[config.mk]
export PLATFORM = sky130hd
export DESIGN_NAME = neander_core
export DESIGN_NICKNAME = d
export VERILOG_FILES = /design/src/rtl/neander_core.sv
export SDC_FILE = /design/constraint.sdc
export NUM_CORES = 1
export LEC_CHECK = 0
export BUFFER_PORTS_ARGS = -buffer_cell sky130_fd_sc_hd__buf_2
export CORE_MARGIN = 2
export CORE_UTILIZATION = 50
export DETAILED_ROUTE_END_ITERATION = 8
export PLACE_DENSITY_LB_ADDON = 0.05
export SYNTH_ARGS = -nofsm -noshare
export SYNTH_HDL_FRONTEND = slang
export SYNTH_SLANG_ARGS = --single-unit
[constraint.sdc]
create_clock -name clk -period 5.3 [get_ports clk]
set_input_delay 0.265 -clock clk [delete_from_list [all_inputs] [get_ports clk]]
set_output_delay 0.265 -clock clk [all_outputs]
set_load 0.05 [all_outputs]
[src/rtl/neander_core.sv]
// neander_core: two-cycle fetch/execute control unit and datapath of the Neander accumulator machine
module neander_core #(
    parameter int ADDR_W = 8,
    parameter int DATA_W = 16
) (
    input  logic              clk,
    input  logic              rst_n,
    input  logic              run,
    output logic [ADDR_W-1:0] mem_addr,
    output logic              mem_write,
    output logic [DATA_W-1:0] mem_wdata,
    input  logic [DATA_W-1:0] mem_rdata,
    output logic              halted,
    output logic [ADDR_W-1:0] pc_o,
    output logic [DATA_W-1:0] ac_o,
    output logic              flag_n,
    output logic              flag_z
);
    typedef enum logic [1:0] {FETCH, EXEC, HALT} state_t;

    localparam logic [3:0] OP_STA = 4'h1;
    localparam logic [3:0] OP_LDA = 4'h2;
    localparam logic [3:0] OP_ADD = 4'h3;
    localparam logic [3:0] OP_OR  = 4'h4;
    localparam logic [3:0] OP_AND = 4'h5;
    localparam logic [3:0] OP_NOT = 4'h6;
    localparam logic [3:0] OP_JMP = 4'h8;
    localparam logic [3:0] OP_JN  = 4'h9;
    localparam logic [3:0] OP_JZ  = 4'hA;
    localparam logic [3:0] OP_HLT = 4'hF;

    state_t            state_q, state_d;
    logic [ADDR_W-1:0] pc_q, pc_d;
    logic [DATA_W-1:0] ac_q, ac_d;
    // Only the opcode and operand fields are kept; the ignored middle nibble is dropped at fetch.
    logic [ADDR_W+3:0] ir_q, ir_d;
    logic [3:0]        opcode;
    logic [ADDR_W-1:0] operand;

    assign opcode  = ir_q[ADDR_W+3:ADDR_W];
    assign operand = ir_q[ADDR_W-1:0];

    // State and datapath registers, cleared asynchronously
    always_ff @(posedge clk or negedge rst_n) begin
        if (!rst_n) begin
            state_q <= FETCH;
            pc_q    <= '0;
            ac_q    <= '0;
            ir_q    <= '0;
        end else begin
            state_q <= state_d;
            pc_q    <= pc_d;
            ac_q    <= ac_d;
            ir_q    <= ir_d;
        end
    end

    // Next state: fetch/execute loop, HLT parks in HALT, run low holds
    always_comb begin
        state_d = state_q;
        if (run) begin
            case (state_q)
                FETCH:   state_d = EXEC;
                EXEC:    state_d = (opcode == OP_HLT) ? HALT : FETCH;
                default: state_d = state_q;
            endcase
        end
    end

    // Datapath next values: fetch latches the instruction, execute applies the opcode
    always_comb begin
        pc_d = pc_q;
        ac_d = ac_q;
        ir_d = ir_q;
        if (run && state_q == FETCH) begin
            ir_d = {mem_rdata[DATA_W-1 -: 4], mem_rdata[ADDR_W-1:0]};
            pc_d = pc_q + ADDR_W'(1);
        end else if (run && state_q == EXEC) begin
            case (opcode)
                OP_LDA:  ac_d = mem_rdata;
                OP_ADD:  ac_d = ac_q + mem_rdata;
                OP_OR:   ac_d = ac_q | mem_rdata;
                OP_AND:  ac_d = ac_q & mem_rdata;
                OP_NOT:  ac_d = ~ac_q;
                OP_JMP:  pc_d = operand;
                OP_JN:   pc_d = ac_q[DATA_W-1] ? operand : pc_q;
                OP_JZ:   pc_d = (ac_q == '0) ? operand : pc_q;
                default: ac_d = ac_q;
            endcase
        end
    end

    // Outputs: the write strobe is gated by run so a stalled STA never writes
    always_comb begin
        mem_addr  = (state_q == EXEC) ? operand : pc_q;
        mem_write = run && state_q == EXEC && opcode == OP_STA;
        mem_wdata = ac_q;
        halted    = state_q == HALT;
        pc_o      = pc_q;
        ac_o      = ac_q;
        flag_n    = ac_q[DATA_W-1];
        flag_z    = ac_q == '0;
    end
endmodule

==> metrics.md <==
| Metric | Value |
|---|---|
| Router iterations before antenna repair | `5` |
| Multi-input gate area | `about 2300 um^2` |
| Max Fclk | `between 300 and 400 MHz` |
| Cts repair resizes | `0` |
| Crit path time final | `between 2 and 3 ns` |
| Drt drc | `0` |
| Num CTS Buffers | `5` |
| Multiplexer share of the synthesized area | `0.0454` |
| Final hold vios | `0` |
| Total stage count of the critical path | `6` |
| WL per Instance | `approximately 17 um` |
| Yosys reg bits | `38` |
| Final Cycle Share | `0.562` |
| Fillers | `720` |
| Hold_buf cts | `0` |
| Clock buffer depth | `2` |
| Post-synth EDFFs | `0` |
| Buffers plus inverters on the worst setup path | `0` |
| Synth warn | `0` |
| N_diodes | `0` |
| Reg area | `~950 um^2` |
| Yosys top cell area share | `0.261` |
| Die area | `between 7000 and 8000 um^2` |
| Post-DP HPWL | `slightly above 7000 um` |
| Crit path arrival time | `3.14 ns` |
| Delay-heaviest family, CP | `simple AND/OR/NAND/NOR gates` |
| Post-synthesis xor/xnor area fraction | `0.0265` |
| Yosys cell types | `slightly above 60` |
| Critical Path Fanout Max | `32` |
| Vias in the first global route | `3,031` |
| Hold crit path type | `in2async` |
| RSZ-0062 raised after global routing | `false` |
| TritonCTS clock tree | `built` |
| Async set-reset flop share out of synthesis | `1.00` |
| Synth-to-layout area growth | `8.80%` |
| H-tree depth | `2` |
| Most area-consuming cells after synthesis | `dfrtp_1, ha_1, o21ai_0` |
| Most used cell, CP | `a21oi_1` |
| Largest net degree at the start of global routing | `39` |
| Initial antenna violation count | `0` |
| Crit end category | `flop` |
| Layout Skew | `0.00645 ns` |
| Setup Crit Path Kind | `reg2reg` |
| Max-slew violations | `0` |
| Nets@finish | `~540` |
| CP Launch Type | `flop` |
| Ratio of cells with drive above 1 in the final layout | `0.205` |
| Grt ovf | `0` |
| Chip height | `~89 um` |
| Vias per Instance | `approximately 5.9` |
| Slew HR | `0.278` |
| Post-CTS Setup Inserts | `0` |
| Slowest stage delay, CP | `around 0.82 ns` |
| Clk sinks | `38` |
| First-pass GRT wire length | `roughly 15,000 um` |
| Detailed-route wire length | `about 10000 um` |
| Rows | `31` |
| Drt first-iter violations | `around 260` |
| Worst path slowest cell | `or3_1` |
| Syn Nets | `about 500` |
| Post-synthesis compound-gate area fraction | `0.269` |
| Post-Synth Adder-Cell Area | `0.119` |
| Cell Chain, Critical Path | `nor2b_1 > nand2_1 > or3_1 > a221o_1 > a21oi_1 > a21oi_1` |
| Clock slew at reported path FFs | `0.08 ns` |
| R2R setup slack | `between 2 and 2.5 ns` |
| Main synth FF type | `dfrtp_1` |
| Synth Area in Simple Gates | `0.169` |
| Initial Utilization | `0.510` |
| Clock Tree Root | `clkbuf_8` |
| Core footprint | `between 7000 and 8000 um^2` |
| Final setup viols | `0` |
| Io pins | `71` |
| Synthesized netlist cell count | `around 450` |
| Worst Max-Slew Pin Slew | `about 1.1 ns` |
| Routed Antenna Nets | `0` |
| Placer Congestion | `around 0.88` |
| All-Layer GR Usage | `0.255` |
| Largest family of logic cells by synthesized area | `compound AO/OA/AOI/OAI gates` |
| Status | `completed` |
| Worst-skew pair later-pin latency | `around 0.30 ns` |
| Register-to-Register Path Depth | `6` |
| Syn_area_per_cell | `slightly above 8 um^2` |
| Post-synthesis sequential area ratio | `0.261` |
| Post-Syn Area | `approximately 3600 um^2` |
| Critical path required time | `5.46 ns` |
| Max cap viols | `0` |
| Die W | `89.3 um` |
| Setup TNS | `0 ns` |
| Via count | `approximately 3,400` |
| Input/output buffers | `70` |
| Synth area leader | `dfrtp_1` |
[registers in the layout (all words and copies together), names as in the netlist]
signal,flops
pc_o,8
ir_q,12
state_q,2
ac_o,16
[per-layer routing]
layer  routed length, um  global-route usage  up-vias
met5                   0                   0        -
met3                 584              0.0342       20
met4                 256              0.0991        0
li1                    -                   -     1649
met2                4510               0.410      127
met1                4630               0.349     1624
[worst register-to-register path: cells and delay by family (launching register included)]
family | cells | cell delay (ns)
AND/OR/NAND/NOR | 3 | 1.80
flip-flops | 1 | 0.42
AO/OA/AOI/OAI | 3 | 0.62
[area by class of cell]
| cell class | count | area share |
|---|---|---|
| clock inverter | 2 | 0.00253 |
| tap | 99 | 0.0313 |
| inverter | 41 | 0.0389 |
| clock buffer | 5 | 0.0174 |
| multi-input combinational | 326 | 0.578 |
| sequential | 38 | 0.240 |
| timing repair buffer | 72 | 0.0923 |
[layout by cell type (no fill, tap or decap), drive strengths merged, types with 3 or more instances in the layout]
cell    instances
and3            4
a21oi          33
a22oi           7
o221ai          5
a21o           10
ha             33
nand3b          3
o32ai           4
buf            72
o21ai          40
inv            41
o221a           3
dfrtp          38
a211oi          3
xnor2           4
nand4           4
mux2            9
o21bai          4
o22ai          11
nor4            5
a221oi          3
or3             4
nand2          39
nand3           9
nand2b          6
nor3            3
nor2           21
clkbuf          5
xor2            7
nor2b          13
o21a            6
mux2i           6
[cells in the mapped netlist (3+ instances only)]
cell      number
a211oi_1       3
a21o_1        10
a21oi_1       32
a22oi_1        7
and3_1         4
buf_2          9
buf_4         18
clkbuf_1      12
dfrtp_1       38
ha_1          33
inv_1         41
mux2_2         8
mux2i_1        6
nand2_1       39
nand2b_1       6
nand3_1        9
nand3b_1       3
nand4_1        4
nor2_1        21
nor2b_1       13
nor3_1         3
nor4_2         3
o21a_1         6
o21ai_0       38
o21bai_1       4
o221a_1        3
o221ai_1       5
o22ai_1       11
o32ai_1        4
or3_1          4
xnor2_1        4
xor2_1         7
[kinds of logic after synthesis]
| logic type | count (synthesis) |
|---|---|
| buf+inv | 82 |
| simple gates | 119 |
| flops | 38 |
| fa+ha+maj | 34 |
| compound gates | 147 |
| xor+xnor | 11 |
| mux | 15 |
[through the flow]
stage	utilization	std cells	area [um^2]	hold WS, ns	worst slack (ns)
4_1_cts	0.555	583	3960	0.118	2.35
2_1_floorplan	-	446	3640	-0.0306	2.51
6_report	0.555	583	3960	0.0791	2.32
5_1_grt	0.555	583	3960	0.159	2.07
3_3_place_gp	0.544	576	3880	0.451	2.46
3_5_place_dp	0.544	576	3880	0.446	2.38
[worst paths after layout]
path                               startpoint       end
worst min-delay path                    rst_n   pc_o[2]
worst max register to register     state_q[0]   ac_o[5]
worst max-delay path               state_q[0]   ac_o[5]
worst min register to register        ir_q[6]   ir_q[6]
max in group asynchronous               rst_n   ir_q[7]
min in group clk                mem_rdata[15]  ir_q[11]
Power is not shown: default switching activity piles up to over one toggle a cycle in this logic, so the estimate is an artifact.
